$ cat config.mk
export PLATFORM = sky130hd
export DESIGN_NAME = led_seq_ctrl_flat
export DESIGN_NICKNAME = d
export VERILOG_FILES = /design/src/rtl/led_seq_ctrl_if.sv /design/src/rtl/led_seq_ctrl.sv /design/src/flat_wrapper.sv
export SDC_FILE = /design/constraint.sdc
export NUM_CORES = 1
export LEC_CHECK = 0
export BUFFER_PORTS_ARGS = -buffer_cell sky130_fd_sc_hd__buf_2
export CAP_MARGIN = 10
export CORE_MARGIN = 2
export CORE_UTILIZATION = 33
export CTS_BUF_LIST = sky130_fd_sc_hd__clkbuf_8 sky130_fd_sc_hd__clkbuf_16
export CTS_CLUSTER_DIAMETER = 40
export DETAILED_ROUTE_END_ITERATION = 16
export PLACE_DENSITY = 0.49
export SLEW_MARGIN = 20
export SYNTH_ARGS = -nofsm -noshare
export SYNTH_HDL_FRONTEND = slang
export SYNTH_SLANG_ARGS = --single-unit
$ cat constraint.sdc
create_clock -name clk -period 5.1 [get_ports clk]
set_input_delay 1.53 -clock clk [delete_from_list [all_inputs] [get_ports clk]]
set_output_delay 1.53 -clock clk [all_outputs]
set_load 0.05 [all_outputs]
$ cat src/rtl/led_seq_ctrl_if.sv
// Control, ROM and LED signal bundle for the LED pattern sequencer.
interface led_seq_ctrl_if;
    logic        start;
    logic        stop;
    logic        dir;
    logic [3:0]  rom_data_r;
    logic [3:0]  rom_data_l;
    logic [11:0] rom_addr;
    logic        rom_en;
    logic        rom_sel;
    logic [3:0]  led;
    logic        busy;
    logic        step_done;

    // Environment side: issues requests, serves ROM data, observes outputs.
    modport master (
        output start, stop, dir, rom_data_r, rom_data_l,
        input  rom_addr, rom_en, rom_sel, led, busy, step_done
    );

    // Sequencer side.
    modport slave (
        input  start, stop, dir, rom_data_r, rom_data_l,
        output rom_addr, rom_en, rom_sel, led, busy, step_done
    );
endinterface

$ cat src/rtl/led_seq_ctrl.sv
// LED pattern sequencer: steps through a pattern ROM once every CLK_DIV
// cycles, choosing the shift-right or shift-left ROM per step.
module led_seq_ctrl #(
    parameter int unsigned CLK_DIV  = 50000000,
    parameter logic [11:0] ADDR_MAX = 12'hFFF
) (
    input logic           clk,
    input logic           rst_n,
    led_seq_ctrl_if.slave bus
);

    localparam int unsigned CNT_W = $clog2(CLK_DIV);
    // Last WAIT count value; WAIT spans CLK_DIV-2 cycles so FETCH recurs every CLK_DIV.
    localparam logic [CNT_W-1:0] CNT_LAST = CNT_W'(CLK_DIV - 3);

    localparam logic [1:0] S_IDLE    = 2'd0;
    localparam logic [1:0] S_FETCH   = 2'd1;
    localparam logic [1:0] S_CAPTURE = 2'd2;
    localparam logic [1:0] S_WAIT    = 2'd3;

    logic [1:0]       state_q, state_d;
    logic [CNT_W-1:0] cnt_q, cnt_d;
    logic [11:0]      addr_q, addr_d;
    logic [3:0]       led_q, led_d;
    logic             sel_q, sel_d;
    logic             en_q, en_d;
    logic             busy_q, busy_d;
    logic             step_q, step_d;

    // Next-state, datapath and registered-output decode.
    always_comb begin
        state_d = state_q;
        cnt_d   = cnt_q;
        addr_d  = addr_q;
        led_d   = led_q;
        sel_d   = sel_q;
        step_d  = 1'b0;

        case (state_q)
            S_IDLE: begin
                if (bus.start && !bus.stop) begin
                    state_d = S_FETCH;
                    sel_d   = bus.dir;
                end
            end
            S_FETCH: begin
                state_d = bus.stop ? S_IDLE : S_CAPTURE;
            end
            S_CAPTURE: begin
                // A stop here drops the step entirely: no LED update, no advance.
                if (bus.stop) begin
                    state_d = S_IDLE;
                end else begin
                    state_d = S_WAIT;
                    cnt_d   = '0;
                    led_d   = sel_q ? bus.rom_data_l : bus.rom_data_r;
                    step_d  = 1'b1;
                    addr_d  = (addr_q == ADDR_MAX) ? 12'd0 : 12'(addr_q + 12'd1);
                end
            end
            S_WAIT: begin
                if (bus.stop) begin
                    state_d = S_IDLE;
                end else if (cnt_q == CNT_LAST) begin
                    state_d = S_FETCH;
                    sel_d   = bus.dir;
                end else begin
                    cnt_d = cnt_q + CNT_W'(1);
                end
            end
            default: begin
                state_d = S_IDLE;
            end
        endcase

        en_d   = (state_d == S_FETCH);
        busy_d = (state_d != S_IDLE);
    end

    // State and output registers.
    always_ff @(posedge clk or negedge rst_n) begin
        if (!rst_n) begin
            state_q <= S_IDLE;
            cnt_q   <= '0;
            addr_q  <= 12'd0;
            led_q   <= 4'h0;
            sel_q   <= 1'b0;
            en_q    <= 1'b0;
            busy_q  <= 1'b0;
            step_q  <= 1'b0;
        end else begin
            state_q <= state_d;
            cnt_q   <= cnt_d;
            addr_q  <= addr_d;
            led_q   <= led_d;
            sel_q   <= sel_d;
            en_q    <= en_d;
            busy_q  <= busy_d;
            step_q  <= step_d;
        end
    end

    assign bus.rom_addr  = addr_q;
    assign bus.rom_en    = en_q;
    assign bus.rom_sel   = sel_q;
    assign bus.led       = led_q;
    assign bus.busy      = busy_q;
    assign bus.step_done = step_q;

endmodule

$ cat src/flat_wrapper.sv
// flat-port wrapper written by rule: the top's interface ports become plain ports
module led_seq_ctrl_flat 
#(
    parameter int unsigned CLK_DIV  = 50000000,
    parameter logic [11:0] ADDR_MAX = 12'hFFF
)
  (clk, rst_n, bus_start, bus_stop, bus_dir, bus_rom_data_r, bus_rom_data_l, bus_rom_addr, bus_rom_en, bus_rom_sel, bus_led, bus_busy, bus_step_done);
  led_seq_ctrl_if bus_i ();
  input logic clk;
  input logic rst_n;
  input wire logic [$bits(bus_i.start)-1:0] bus_start;
  input wire logic [$bits(bus_i.stop)-1:0] bus_stop;
  input wire logic [$bits(bus_i.dir)-1:0] bus_dir;
  input wire logic [$bits(bus_i.rom_data_r)-1:0] bus_rom_data_r;
  input wire logic [$bits(bus_i.rom_data_l)-1:0] bus_rom_data_l;
  output wire logic [$bits(bus_i.rom_addr)-1:0] bus_rom_addr;
  output wire logic [$bits(bus_i.rom_en)-1:0] bus_rom_en;
  output wire logic [$bits(bus_i.rom_sel)-1:0] bus_rom_sel;
  output wire logic [$bits(bus_i.led)-1:0] bus_led;
  output wire logic [$bits(bus_i.busy)-1:0] bus_busy;
  output wire logic [$bits(bus_i.step_done)-1:0] bus_step_done;
  assign bus_i.start = bus_start;
  assign bus_i.stop = bus_stop;
  assign bus_i.dir = bus_dir;
  assign bus_i.rom_data_r = bus_rom_data_r;
  assign bus_i.rom_data_l = bus_rom_data_l;
  assign bus_rom_addr = bus_i.rom_addr;
  assign bus_rom_en = bus_i.rom_en;
  assign bus_rom_sel = bus_i.rom_sel;
  assign bus_led = bus_i.led;
  assign bus_busy = bus_i.busy;
  assign bus_step_done = bus_i.step_done;
  led_seq_ctrl #(.CLK_DIV(CLK_DIV), .ADDR_MAX(ADDR_MAX)) u_core (.clk(clk), .rst_n(rst_n), .bus(bus_i));
endmodule
Yosys cells after proc, flatten, opt, wreduce, memory -nomap -nowiden. Index checks and enable logic that the tools add are counted.

Register bits after elaboration: 48. Input port bits: 13. Logic and storage cells: 49.

Add/subtract/negate cells: 2. Equal/unequal tests: 11. Multiplexer cells: 18. Bitwise gates (word level): 1. Reductions and logical operators: 9.

Operators with widths (count): 26-bit two-way mux (3); 26-bit case mux with 2 select lines (1); 26-bit by 1-bit adder with 26-bit output, second input constant (1); 26-bit equality test, second input constant (1); 12-bit by 1-bit adder with 12-bit output, second input constant (1); 12-bit equality test, second input constant (1); 12-bit two-way mux (1); 2-bit two-way mux (5); 2-bit case mux with 4 select lines (1); 4-bit AND reduction (2); 2-bit != test, second input constant (3); 2-bit nonzero test (3); 1-bit two-way mux (5); 2-bit by 1-bit equality test with 1-bit output, second input constant (2); 2-bit equality test, second input constant (2); 4-bit two-way mux (1); 2-bit by 1-bit != test with 1-bit output, second input constant (2); 2-bit zero test (1); 1-bit case mux with 2 select lines (1); 2-bit AND reduction (1); 1-bit logical AND (1); 1-bit zero test (1); 1-bit NOT (1).

Logic depth before layout (Yosys ltp).
Word-level depth: 5. Gate-level depth with buffers: 8. Gate-level depth less buffers: 6.

Worst setup path before layout. Ideal clock, no wire load.

Path kind: input -> register. Start: input port bus_stop. End: register u_core.cnt_q[4]. Library setup time: 94 ps. Data arrival time: 2674 ps. Data required time: 5006 ps. Path slack: 2333 ps. Stages: 6. Cells stage by stage: nand2b_1 > clkbuf_1 > clkbuf_1 > clkbuf_1 > a21oi_1 > a211oi_1.

Longest elaborated chain between the ends: 2.

Ends and longest elaborated chain: start, declared (RTL line flat_wrapper.sv:12) `input wire logic [$bits(bus_i.stop)-1:0] bus_stop;`; 2-bit != test (no source line); 4-bit AND reduction (no source line) (*); end signal, assigned (RTL line led_seq_ctrl.sv:93) `cnt_q <= cnt_d;`; end, declared (RTL line led_seq_ctrl.sv:22) `logic [CNT_W-1:0] cnt_q, cnt_d;`.

Mark *: on every way between the ends. The rest lies on a longest branch, timed or not. A chain may end at the register's enable or synchronous reset.

Final worst setup path.
Start: input port bus_stop. End: register u_core.cnt_q[9].

Same word-level chain as after synthesis.

==> results.toml <==
[global_route]
grt-ovfl-total = 0
first_global_vias = 2383
grt_pass1_wl_mm = 11.8
antenna_found_initial = 0
grt_max_degree = 57
grt.total_usage_pct = 14.6

[setup_path]
crit_fanout = 32
rrSetupSlack_ns = 2.81
cpPeakStageDelay_ns = 0.45
rr_endpoint = "u_core.cnt_q[23]"
cp_cell_sequence = "buf_2, nand2b_1, buf_4, nor2_1, mux2_2, a22o_1"
cp.required_ns = 5.30
r2r_cells = 4
critPathKind = "input pin to flop"
critPathSlowestCell = "nand2b_1"
r2r-start = "u_core.cnt_q[6]"
end_kind = "flop"
start_kind = "input pin"
crit_arrival_ns = 3.06

[sta]
finalSetupViolations = 0
fin_crit_ns = 2.86
skew_ns = 0.00508
report.final.slew_viol_count = 0
worst_pin_slew_ns = 0.747
rsz0062_at_grt = "false"
clock.fmax_ghz = 0.349
period_share_pct = 56.1
final.setup.tns_ns = 0
hold_violations = 0
relSlewSlack_pct = 49.8

[route]
dr.pass1.iters = 4
num_vias = 2480
drt_iter0_markers = 118
drtAntennaViolNets = 0
drc = 0
avgViaCountPerCell = 5.57
drt_wl_total_mm = 6.85
avgRoutedWirePerCell_um = 15.4

[worst_hold_path]
whs_path_depth = 1
hold_end = "u_core.bus.rom_addr[10]"
hold_class = "flop to flop"
min_from = "u_core.bus.rom_addr[10]"

[yosys]
yosysTopAreaCellShare_pct = 40.6
async_flop_share_pct = 100
syn_inst = 317
ys.flop_type = "dfrtp_1"
yosys.area.top_type = "dfrtp_1"
synth_seq_cells = 48
ys_types = 60
syn_area_um2 = 2960
avgSynthCellArea_um2 = 9.33
yosysSeqAreaShare_pct = 40.6
synth_edf_count = 0
syn-num-nets = 333
yosys-top-cells-area = "dfrtp_1 (41%), nand2_1 (4.6%), nor3b_1 (3.3%), nand4_1 (3.2%), a21oi_1 (2.5%)"
yosys_warnings = 0

[layout]
post-route-util_pct = 37.0
area_growth_pct = 9.27
nets = 352
antennaDiodeCount = 0
drive_above_1_share_pct = 17.8

[cts]
cts_tree = "built"
clock_sinks = 48
cts_hold_buf = 0
clockRootBuffer = "clkbuf_8"
clk_latency_ns = 0.30
postCtsResizedCells = 0
cts_setup_buffers = 0
h-tree-depth = 2
cts_buffers = 5
cts_max_path_buffers = 2
clk_pin_slew_worst_paths_ns = 0.10

[run]
drv_cap = 0

[pwr]
leakagePower_nw = 1.42
ir_drop_mv = 0.292
power_density_nw_per_um2 = 318

[floorplan]
die_h_um = 98.7
die_w_um = 98.7
coreArea_um2 = 8720
std_cell_rows = 34
dieArea_um2 = 9730
io_pins = 33
start_util_pct = 33.9

[placement]
io_buffers = 32
globalplace.congestion = 0.739
dp_hpwl_mm = 4.59

[outcome]
status = "finished clean"
-- placed cells by master, fill, tap and decap left out, types with 3 or more instances in the layout --
cell,count
a221o_1,5
nor3_1,6
nand4_1,15
nor3b_1,12
inv_1,7
mux2_2,3
ha_1,3
nand3_1,15
nand2_1,36
dfrtp_1,48
o211ai_1,6
buf_4,5
mux2i_1,7
xnor2_1,4
nor4_1,3
and4_1,4
nand2b_1,3
nand4b_1,5
nor2_1,19
a21oi_1,15
or4_4,3
a21o_1,4
nor4b_1,3
o2111ai_1,3
and3_1,11
a31oi_1,4
o21ai_0,6
buf_2,32
a211o_1,4
clkbuf_8,6
xor2_1,4
-- routing by layer --
layer | track usage [%] | wire (um) | part of all wire (%)
met3 | 2.62 | 296 | 4.3
met1 | 20.5 | 3410 | 50
met4 | 2.85 | 38 | 0.55
met5 | 0 | 0 | 0
met2 | 24.0 | 3100 | 45
-- how the worst max path moves through the flow --
stage	startpoint	endpoint	slack, ns	depth (start not counted)
CTS	bus_stop	u_core.cnt_q[9]	2.25	6
detailed placement	bus_stop	u_core.cnt_q[9]	1.92	6
floorplan	bus_stop	u_core.cnt_q[4]	2.33	6
global route	bus_stop	u_core.cnt_q[13]	2.12	6
global placement	bus_stop	u_core.cnt_q[9]	1.97	6
finish	bus_stop	u_core.cnt_q[9]	2.24	6
-- cells in the mapped netlist, types with 3 or more instances --
cell type   n
nor4_1      3
xor2_1      4
nor3_1      6
a21o_1      4
mux2_2      3
nand2b_1    3
nor2_1     19
dfrtp_1    48
clkbuf_8    4
and4_1      4
o211ai_1    6
nand4b_1    5
ha_1        3
xnor2_1     4
nor3b_1    13
nand2_1    36
mux2i_1     7
nand3_1    15
o2111ai_1   3
nand4_1    15
and3_1     11
nor4b_1     3
a221o_1     5
a31oi_1     4
a211o_1     4
buf_2       5
o21ai_0     6
a21oi_1    15
inv_1       7
or4_4       3
clkbuf_1   10
-- stage by stage --
stage | cell area, um2 | hold slack, ns | total power, W | cells | worst slack [ns]
after CTS | 3220 | 0.501 | 0.00104 | 445 | 2.25
after detailed placement | 3130 | 0.487 | 0.000781 | 437 | 1.92
after floorplan | 2960 | 0.502 | 0.000713 | 317 | 2.33
after global placement | 3130 | 0.487 | 0.000778 | 437 | 1.97
after global routing | 3230 | 0.533 | 0.00109 | 445 | 2.12
final | 3230 | 0.493 | 0.00103 | 445 | 2.24
-- kinds of logic (layout without fill, tap and decap cells) --
logic type / count (synthesis) / after routing / share of synthesized area (%)
AND/OR/NAND/NOR: 151 / 151 / 29.7
AO/OA/AOI/OAI: 65 / 65 / 16.0
flip-flops: 48 / 48 / 40.6
buffers and inverters: 32 / 52 / 6.60
multiplexers: 10 / 10 / 3.51
XOR/XNOR: 8 / 8 / 2.37
adder cells (fa/ha/maj): 3 / 3 / 1.27
-- critical path, delay by kind of cell --
family | cells | cell delay [ns]
AOI/OAI and AO/OA | 1 | 0.18
buffers and inverters | 2 | 0.57
muxes | 1 | 0.26
and+or+nand+nor | 2 | 0.51
-- state kept, by name (all words and copies together), names as in the netlist --
signal                count
u_core.bus.busy           1
u_core.bus.led            4
u_core.bus.rom_addr      12
u_core.bus.rom_en         1
u_core.bus.rom_sel        1
u_core.bus.step_done      1
u_core.cnt_q             26
u_core.state_q            2
-- report_power, final --
group | switching, W | internal [W] | leakage, nW
Combinational | 0.000186 | 0.0000858 | 0.765
Sequential | 0.0000705 | 0.000431 | 0.608
Clock | 0.000141 | 0.000111 | 0.0516
Total | 0.000398 | 0.000628 | 1.42
-- layout make-up --
class                           count  area (um2)
Sequential cell                    48        1200
Clock buffer                        6        82.6
Tap cell                          108         135
Timing Repair Buffer               37         198
Multi-Input combinational cell    237        1570
Fill cell                         899        5490
Clock inverter                      2        13.8
Inverter                            7        26.3
Power figures use the tool's default switching activity.
